### src/rtl/frame_builder_if.sv
// Bus bundles for frame_builder: the command FIFO read side and the
// 64-bit AXI-Stream transmit side. "master" drives data/valid, "slave"
// drives ready.

interface frame_builder_cmd_if;
  logic        cmd_valid;
  logic        cmd_ready;
  logic [10:0] cmd_size;
  logic [47:0] cmd_d_mac;
  logic [47:0] cmd_s_mac;
  logic [15:0] cmd_ethertype;
  logic [7:0]  cmd_payload;

  modport master (
    output cmd_valid, cmd_size, cmd_d_mac, cmd_s_mac, cmd_ethertype, cmd_payload,
    input  cmd_ready
  );

  modport slave (
    input  cmd_valid, cmd_size, cmd_d_mac, cmd_s_mac, cmd_ethertype, cmd_payload,
    output cmd_ready
  );
endinterface

interface frame_builder_axis_if;
  logic [63:0] m_axis_tdata;
  logic [7:0]  m_axis_tkeep;
  logic        m_axis_tvalid;
  logic        m_axis_tready;
  logic        m_axis_tlast;

  modport master (
    output m_axis_tdata, m_axis_tkeep, m_axis_tvalid, m_axis_tlast,
    input  m_axis_tready
  );

  modport slave (
    input  m_axis_tdata, m_axis_tkeep, m_axis_tvalid, m_axis_tlast,
    output m_axis_tready
  );
endinterface

### src/rtl/frame_builder.sv
// frame_builder: turns one packet command (length, MACs, ethertype, fill
// byte) into one FCS-less Ethernet frame on a 64-bit AXI-Stream master.
// Header beat 0 is built straight from the command at acceptance, so only
// the fields needed by later beats are held in registers.

module frame_builder #(
  parameter int MIN_SIZE = 60,
  parameter int MAX_SIZE = 1514
) (
  input  logic                 clk,
  input  logic                 rst,
  frame_builder_cmd_if.slave   cmd,
  frame_builder_axis_if.master m_axis,
  output logic [31:0]          tx_frames,
  output logic                 busy
);

  localparam logic [10:0] MIN_LEN    = 11'(MIN_SIZE);
  localparam logic [10:0] MAX_LEN    = 11'(MAX_SIZE);
  localparam logic [10:0] BEAT_BYTES = 11'd8;

  typedef enum logic [1:0] {
    IDLE,
    HDR0,
    HDR1,
    PAYLOAD
  } state_t;

  state_t      state;

  // Registered stream outputs
  logic [63:0] tdata_r;
  logic [7:0]  tkeep_r;
  logic        tvalid_r;
  logic        tlast_r;

  // Command fields still needed after beat 0 has been formed
  logic [31:0] s_mac_hi_r;
  logic [15:0] etype_r;
  logic [7:0]  pay_r;

  // Bytes remaining in the frame, including the beat currently presented
  logic [10:0] rem_r;

  logic        hs;
  logic        frame_end;
  logic        cmd_ready_c;
  logic        accept;
  logic [10:0] new_len;
  logic [10:0] rem_nxt;
  logic [7:0]  new_keep;
  logic [7:0]  nxt_keep;
  logic [63:0] hdr0_beat;
  logic [63:0] hdr1_beat;
  logic [63:0] fill_beat;

  // Clamp the requested size into [MIN_LEN, MAX_LEN]; short frames get
  // padded with the fill byte, oversize ones are cut.
  function automatic logic [10:0] eff_len(input logic [10:0] size);
    logic [10:0] t;
    t = (size > MAX_LEN) ? MAX_LEN : size;
    return (t < MIN_LEN) ? MIN_LEN : t;
  endfunction

  // Byte enables for a beat given the bytes still to send from it onward.
  function automatic logic [7:0] beat_keep(input logic [10:0] rem);
    logic [7:0] k;
    for (int i = 0; i < 8; i++) begin
      k[i] = (rem > 11'(i));
    end
    return k;
  endfunction

  // Zero every byte lane that is not enabled so trailing lanes are clean.
  function automatic logic [63:0] mask_beat(input logic [63:0] d, input logic [7:0] keep);
    logic [63:0] m;
    for (int i = 0; i < 8; i++) begin
      m[8*i +: 8] = keep[i] ? d[8*i +: 8] : 8'h00;
    end
    return m;
  endfunction

  // Handshake decode and next-beat formation
  always_comb begin
    hs          = tvalid_r && m_axis.m_axis_tready;
    frame_end   = hs && tlast_r;
    cmd_ready_c = !rst && ((state == IDLE) || frame_end);
    accept      = cmd.cmd_valid && cmd_ready_c;

    new_len     = eff_len(cmd.cmd_size);
    new_keep    = beat_keep(new_len);
    rem_nxt     = rem_r - BEAT_BYTES;
    nxt_keep    = beat_keep(rem_nxt);

    hdr0_beat   = mask_beat({cmd.cmd_s_mac[15:0], cmd.cmd_d_mac}, new_keep);
    hdr1_beat   = mask_beat({pay_r, pay_r, etype_r, s_mac_hi_r}, nxt_keep);
    fill_beat   = mask_beat({8{pay_r}}, nxt_keep);
  end

  // Frame FSM: state, registered stream outputs, latched command, frame counter
  always_ff @(posedge clk) begin
    if (rst) begin
      state     <= IDLE;
      tvalid_r  <= 1'b0;
      tlast_r   <= 1'b0;
      tdata_r   <= '0;
      tkeep_r   <= '0;
      rem_r     <= '0;
      tx_frames <= '0;
    end else begin
      if (frame_end) begin
        tx_frames <= tx_frames + 32'd1;
      end

      if (accept) begin
        // New frame: present beat 0 immediately, keep what later beats need
        s_mac_hi_r <= cmd.cmd_s_mac[47:16];
        etype_r    <= cmd.cmd_ethertype;
        pay_r      <= cmd.cmd_payload;
        rem_r      <= new_len;
        tdata_r    <= hdr0_beat;
        tkeep_r    <= new_keep;
        tlast_r    <= (new_len <= BEAT_BYTES);
        tvalid_r   <= 1'b1;
        state      <= HDR0;
      end else if (frame_end) begin
        state    <= IDLE;
        tvalid_r <= 1'b0;
        tlast_r  <= 1'b0;
        tdata_r  <= '0;
        tkeep_r  <= '0;
      end else if (hs) begin
        rem_r   <= rem_nxt;
        tkeep_r <= nxt_keep;
        tlast_r <= (rem_nxt <= BEAT_BYTES);
        case (state)
          HDR0: begin
            tdata_r <= hdr1_beat;
            state   <= HDR1;
          end
          default: begin
            tdata_r <= fill_beat;
            state   <= PAYLOAD;
          end
        endcase
      end
    end
  end

  assign cmd.cmd_ready        = cmd_ready_c;
  assign m_axis.m_axis_tdata  = tdata_r;
  assign m_axis.m_axis_tkeep  = tkeep_r;
  assign m_axis.m_axis_tvalid = tvalid_r;
  assign m_axis.m_axis_tlast  = tlast_r;
  assign busy                 = (state != IDLE);

endmodule

### src/flat_wrapper.sv
// flat-port wrapper written by rule: the top's interface ports become plain ports
module frame_builder_flat 
#(
  parameter int MIN_SIZE = 60,
  parameter int MAX_SIZE = 1514
)
  (clk, rst, tx_frames, busy, cmd_cmd_valid, cmd_cmd_size, cmd_cmd_d_mac, cmd_cmd_s_mac, cmd_cmd_ethertype, cmd_cmd_payload, cmd_cmd_ready, m_axis_m_axis_tdata, m_axis_m_axis_tkeep, m_axis_m_axis_tvalid, m_axis_m_axis_tlast, m_axis_m_axis_tready);
  frame_builder_cmd_if cmd_i ();
  frame_builder_axis_if m_axis_i ();
  input  logic clk;
  input  logic rst;
  output logic [31:0] tx_frames;
  output logic busy;
  input wire logic [$bits(cmd_i.cmd_valid)-1:0] cmd_cmd_valid;
  input wire logic [$bits(cmd_i.cmd_size)-1:0] cmd_cmd_size;
  input wire logic [$bits(cmd_i.cmd_d_mac)-1:0] cmd_cmd_d_mac;
  input wire logic [$bits(cmd_i.cmd_s_mac)-1:0] cmd_cmd_s_mac;
  input wire logic [$bits(cmd_i.cmd_ethertype)-1:0] cmd_cmd_ethertype;
  input wire logic [$bits(cmd_i.cmd_payload)-1:0] cmd_cmd_payload;
  output wire logic [$bits(cmd_i.cmd_ready)-1:0] cmd_cmd_ready;
  output wire logic [$bits(m_axis_i.m_axis_tdata)-1:0] m_axis_m_axis_tdata;
  output wire logic [$bits(m_axis_i.m_axis_tkeep)-1:0] m_axis_m_axis_tkeep;
  output wire logic [$bits(m_axis_i.m_axis_tvalid)-1:0] m_axis_m_axis_tvalid;
  output wire logic [$bits(m_axis_i.m_axis_tlast)-1:0] m_axis_m_axis_tlast;
  input wire logic [$bits(m_axis_i.m_axis_tready)-1:0] m_axis_m_axis_tready;
  assign cmd_i.cmd_valid = cmd_cmd_valid;
  assign cmd_i.cmd_size = cmd_cmd_size;
  assign cmd_i.cmd_d_mac = cmd_cmd_d_mac;
  assign cmd_i.cmd_s_mac = cmd_cmd_s_mac;
  assign cmd_i.cmd_ethertype = cmd_cmd_ethertype;
  assign cmd_i.cmd_payload = cmd_cmd_payload;
  assign cmd_cmd_ready = cmd_i.cmd_ready;
  assign m_axis_m_axis_tdata = m_axis_i.m_axis_tdata;
  assign m_axis_m_axis_tkeep = m_axis_i.m_axis_tkeep;
  assign m_axis_m_axis_tvalid = m_axis_i.m_axis_tvalid;
  assign m_axis_m_axis_tlast = m_axis_i.m_axis_tlast;
  assign m_axis_i.m_axis_tready = m_axis_m_axis_tready;
  frame_builder #(.MIN_SIZE(MIN_SIZE), .MAX_SIZE(MAX_SIZE)) u_core (.clk(clk), .rst(rst), .cmd(cmd_i), .m_axis(m_axis_i), .tx_frames(tx_frames), .busy(busy));
endmodule
### config.mk
export PLATFORM = sky130hd
export DESIGN_NAME = frame_builder_flat
export DESIGN_NICKNAME = d
export VERILOG_FILES = /design/src/rtl/frame_builder_if.sv /design/src/rtl/frame_builder.sv /design/src/flat_wrapper.sv
export SDC_FILE = /design/constraint.sdc
export NUM_CORES = 1
export LEC_CHECK = 0
export CORE_MARGIN = 2
export CORE_UTILIZATION = 27
export DETAILED_ROUTE_END_ITERATION = 12
export DONT_BUFFER_PORTS = 1
export HOLD_SLACK_MARGIN = 0.03
export PLACE_DENSITY_LB_ADDON = 0.3
export SKIP_LAST_GASP = 1
export SLEW_MARGIN = 20
export SYNTH_ARGS = -nofsm -noshare
export SYNTH_HDL_FRONTEND = slang
export SYNTH_SLANG_ARGS = --single-unit
### constraint.sdc
create_clock -name clk -period 3.1 [get_ports clk]
set_input_delay 0.31 -clock clk [delete_from_list [all_inputs] [get_ports clk]]
set_output_delay 0.31 -clock clk [all_outputs]
set_load 0.01 [all_outputs]
# Yosys cells after proc, flatten, opt, wreduce, memory -nomap -nowiden
# Index checks and enable logic that the tools add are counted.
word_totals:
  regBits: 175
  wordCells: 93
op_classes:
  n_reduce_logical: 14
  n_addsub: 2
  order_cmp: 20
  muxes: 43
  bitwise_logic: 1
  eq_ne: 2
ops:
  columns: ["cell", "count"]
  rows:
  - ["$mux 8", 25]
  - ["$mux 64", 3]
  - ["$gt 11x3->1 const B", 8]
  - ["$mux 11", 5]
  - ["$mux 48", 1]
  - ["$gt 11x1->1 const B", 4]
  - ["$gt 11x2->1 const B", 4]
  - ["$add 32x1->32 const B", 1]
  - ["$le 11x4->1 const B", 2]
  - ["$gt 11x11->1 const B", 1]
  - ["$lt 11x6->1 const B", 1]
  - ["$sub 11x4->11 const B", 1]
  - ["$mux 1", 9]
  - ["$reduce_bool 2->1", 3]
  - ["$logic_and 1x1->1", 4]
  - ["$reduce_and 2->1", 2]
  - ["$reduce_bool 3->1", 1]
  - ["$reduce_or 3->1", 1]
  - ["$eq 2x1->1 const B", 1]
  - ["$logic_not 2->1", 1]
  - ["$ne 2x2->1 const B", 1]
  - ["$logic_not 1->1", 1]
  - ["$logic_or 1x1->1", 1]
  - ["$not 1->1", 1]

# Logic depth before layout (Yosys ltp)
logic_depth:
  ltp_word: 7
  ltp_mapped: 9

# Least setup slack after synthesis
# No wires, ideal clock.
synth_timing:
  path_kind: "reg2reg"
  start: "register u_core.tlast_r (netlist: u_core.m_axis.m_axis_tlast)"
  end: "register u_core.etype_r[0] (enable)"
  stages_incl_launch_ff: 7
  slack_ps: 688
  path_buffers: 3
  required_ps: 2709
  arrival_ps: 2020
  cell_sequence: "dfxtp_1 -> and3_4 -> buf_6 -> o211ai_4 -> inv_2 -> buf_2 -> buf_2"
synth_via:
  elab_chain_cells: 5
synth_lines:
  columns: ["element", "line", "source"]
  rows:
  - ["start: declaration", "frame_builder.sv:35", "logic tlast_r;"]
  - ["start signal: assignment", "frame_builder.sv:123", "tlast_r <= (new_len <= BEAT_BYTES);"]
  - ["start signal: assignment", "frame_builder.sv:135", "tlast_r <= (rem_nxt <= BEAT_BYTES);"]
  - ["$logic_and 1x1->1", "frame_builder.sv:86", "frame_end = hs && tlast_r;"]
  - ["$logic_or 1x1->1", "frame_builder.sv:87", "cmd_ready_c = !rst && ((state == IDLE) || frame_end);"]
  - ["$logic_and 1x1->1", "frame_builder.sv:87", null]
  - ["$logic_and 1x1->1", "frame_builder.sv:88", "accept = cmd.cmd_valid && cmd_ready_c;"]
  - ["$reduce_and 2->1 (no source line)", null, null]
  - ["end signal: assignment", "frame_builder.sv:118", "etype_r <= cmd.cmd_ethertype;"]
  - ["end: declaration", "frame_builder.sv:39", "logic [15:0] etype_r;"]
# No other way between the ends.
# A chain may end at the register's enable or synchronous reset.

# Final worst setup path
layout_timing:
  start: "register u_core.rem_r[3]"
  end: "register u_core.tdata_r[43] (netlist: u_core.m_axis.m_axis_tdata[43])"
layout_via:
  elab_chain_cells: 7
  elab_cells_between_ends: 8
  cone_classes: "add/sub: 1; order compare: 1; mux: 6"
layout_lines:
  columns: ["element", "line", "source"]
  rows:
  - ["start: declaration", "frame_builder.sv:43", "logic [10:0] rem_r;"]
  - ["start signal: assignment", "frame_builder.sv:120", "rem_r <= new_len;"]
  - ["start signal: assignment", "frame_builder.sv:133", "rem_r <= rem_nxt;"]
  - ["$sub 11x4->11 *", "frame_builder.sv:92", "rem_nxt = rem_r - BEAT_BYTES;"]
  - ["$gt 11x3->1 *", "frame_builder.sv:69", "k[i] = (rem > 11'(i));"]
  - ["$mux 8", "frame_builder.sv:78", "m[8*i +: 8] = keep[i] ? d[8*i +: 8] : 8'h00;"]
  - ["$mux 48 *", "frame_builder.sv:136", "case (state)"]
  - ["$mux 64 *", "frame_builder.sv:132", "end else if (hs) begin"]
  - ["$mux 64 *", "frame_builder.sv:126", "end else if (frame_end) begin"]
  - ["$mux 64 *", "frame_builder.sv:115", "if (accept) begin"]
  - ["end signal: assignment", "frame_builder.sv:121", "tdata_r <= hdr0_beat;"]
  - ["end signal: assignment", "frame_builder.sv:138", "tdata_r <= hdr1_beat;"]
  - ["end signal: assignment", "frame_builder.sv:142", "tdata_r <= fill_beat;"]
  - ["end: declaration", "frame_builder.sv:32", "logic [63:0] tdata_r;"]
# Every way passes the cells marked *; elsewhere a longest branch is shown, timed or not. The select of a mux whose other input is x is not followed.

==> impl_metrics.ini <==
[run_status]
status = completed

[clock_tree]
clock_latency_ps = 430
clk_path_buf_depth = 2
clkSlewWorstSetupHoldPaths_ps = 70
cts_tree = done
cts.htree.levels = 4
numCtsBuffers = 17
cts_sinks = 175
cts-root-buf = clkbuf_16

[sta]
finalHoldViolations = 0
finalCritPeriodShare_pct = 82.3
fin_worst_skew_ps = 16.3
fin_crit_ps = 2550
final-max-slew-violation-count = 0
worst_pin_slew_ps = 1220
rsz0062_at_grt = no
tns_ps = 0
max_slew_margin_pct = 18.2
max_freq_ghz = 0.392
setup_violations = 0
hold_ws_ps = 83.9

[global_routing]
grt_pass1_wl_um = 39500
grt_max_degree = 81
grt_pass1_vias = 6511
track_usage_pct = 16.8
antenna_found_initial = 0
overflow = 0

[logic_synthesis]
postSynthAreaPerCell_um2 = 9.82
synth-edff-count = 56
synth_top_cell_area_share_pct = 30.5
yosysMostFrequentCell = dfxtp_1
synth_nets = 934
ys_seq_area_share_pct = 52.0
ys_warn_count = 0
synthArstFlopShare_pct = 0
synth_area_um2 = 7820
yosysTopAreaCell = dfxtp_1
synthTopCellsByArea = dfxtp_1, edfxtp_1, a21oi_1
synth_ff_type = dfxtp_1
ys_types = 69
ys_ff_latch = 175
netlist_instances = 796
synthTopCellsByCount = dfxtp_1, nor2_1, a21oi_1, edfxtp_1, o22ai_1

[routing]
routed_wirelength_um = 25900
antenna_left = 0
drt_iter0_drc = 456
num_vias = 6637
drt_pass1_iterations = 5
vias_per_cell = 5.40
drc_errors = 0
routedWlPerCell_um = 21.0

[critical_path]
end_kind = register
reg2regPathDepth = 8
required_ps = 3430
start_kind = register
rrSetupSlack_ps = 550
crit_fanout = 14
r2r-end = u_core.m_axis.m_axis_tdata[43]
critPathKind = register to register
rr_startpoint = u_core.rem_r[3]
crit_arrival_ps = 2880

[die]
die_y_um = 174
coreArea_um2 = 28600
start_util_pct = 27.3
fp.dieW_um = 174
num_rows = 62
die_area_um2 = 30300
io_pins = 243

[worst_hold_path]
hold_path_end = u_core.m_axis.m_axis_tdata[28]
min_delay_path_depth = 2
min-delay-path-class = input port to register
min_from = cmd_cmd_d_mac[28]

[final_layout]
area_growth_pct = 20.0
layout-drive-gt1-share_pct = 8.63
n_fill_cell = 2907
fin_area_um2 = 9380
fin_nets = 971
diodes = 0

[place]
globalplace.congestion = 0.845
io_buffers = 0
hpwl_um = 17300
placed_area_um2 = 8180

[pwr]
power_density_nw_per_um2 = 630
ir_worst_vdd_mv = 0.365
p_leak_uw = 0.00303

[run]
maxCapViolCount = 0
[report_power, final]
part           total [uW]  internal (uW)  switching [uW]
combinational         894            360             534
sequential           2840           2570             267
clock                2180           1140            1040
total                5910           4080            1840
[critical path: stages, from the launching register on]
cell and delay (ps):
dfxtp_1 580, inv_1 90, ha_1 280, nor2b_1 180
a31o_2 260, a32oi_4 400, buf_4 240, nor3_2 110
o32ai_1 320
[cell type report]
type	count	area, um2	area share, %
repair buffers	73	741	7.90
well taps	384	480	5.12
clock inverters	14	149	1.59
clock buffers	18	429	4.58
multi-input cells	554	3470	37.0
inverters	12	47.5	0.507
flip-flops and latches	175	4060	43.3
[stage by stage]
step | utilization (%) | std cells | worst slack, ps | power [uW]
final | 32.8 | 1230 | 548 | 5910
after detailed placement | 28.6 | 1138 | 579 | 3700
after global routing | 32.8 | 1230 | 354 | 6180
after global placement | 28.6 | 1138 | 646 | 3690
after floorplan | - | 796 | 688 | 3460
after CTS | 32.8 | 1230 | 583 | 5960
[how the worst max path moves through the flow]
| stage | from | to | depth (start not counted) |
|---|---|---|---|
| 2_1_floorplan | u_core.m_axis.m_axis_tlast | u_core.etype_r[0] | 6 |
| 3_3_place_gp | u_core.rem_r[3] | u_core.m_axis.m_axis_tdata[19] | 7 |
| 3_5_place_dp | u_core.rem_r[3] | u_core.m_axis.m_axis_tdata[40] | 8 |
| 4_1_cts | u_core.rem_r[3] | u_core.m_axis.m_axis_tdata[40] | 8 |
| 5_1_grt | u_core.rem_r[3] | u_core.m_axis.m_axis_tdata[19] | 7 |
| 6_report | u_core.rem_r[3] | u_core.m_axis.m_axis_tdata[43] | 8 |
[placed cells by master, fill, tap and decap left out, drive strengths merged, types with 3 or more instances in the layout]
master,netlist,routed
nor2b,12,12
o21ai,40,40
or4,3,3
nor4,13,13
nand3,20,20
inv,12,20
or3,25,25
nand4,11,11
and4,7,7
a31oi,4,4
ha,3,3
clkbuf,32,18
nor2,94,94
and3,13,13
o32ai,40,40
and2,3,3
nor3,17,17
dlygate4sd3,0,59
a21oi,78,78
buf,23,14
edfxtp,56,56
a22oi,25,25
nand2,29,29
o22ai,47,47
dfxtp,119,119
a211oi,3,3
xnor2,22,22
xor2,11,11
clkinvlp,0,3
[layer usage]
metal	part of all wire (%)	global-route usage, %	vias up
met5	0	0	-
met4	2.3	5.92	0
met3	9.3	6.32	31
met2	46	26.6	278
met1	42	21.1	3224
li1	-	-	3104
[repair_timing]
action                                 CTS  global route
resized for setup                        0             0
buffers inserted                         0             0
endpoints found under the hold margin  137             0
hold buffers                            60             0
[state kept, by name, summed over array words and instances (netlist names), 2 cells and up]
signal,cells
u_core.etype_r,16
u_core.s_mac_hi_r,32
u_core.m_axis.m_axis_tkeep,8
u_core.pay_r,8
u_core.tx_frames,32
u_core.state,2
u_core.m_axis.m_axis_tdata,64
u_core.rem_r,11
[cells by family (layout without fill, tap and decap cells)]
group	Yosys count	after routing	share of synthesized area, %
AO/OA/AOI/OAI	256	256	22.2
XOR/XNOR	33	33	3.70
adder cells (fa/ha/maj)	3	3	0.480
buffers and inverters	67	117	3.87
flip-flops	175	175	52.0
multiplexers	1	1	0.128
AND/OR/NAND/NOR	261	261	17.7
Power figures use the tool's default switching activity.
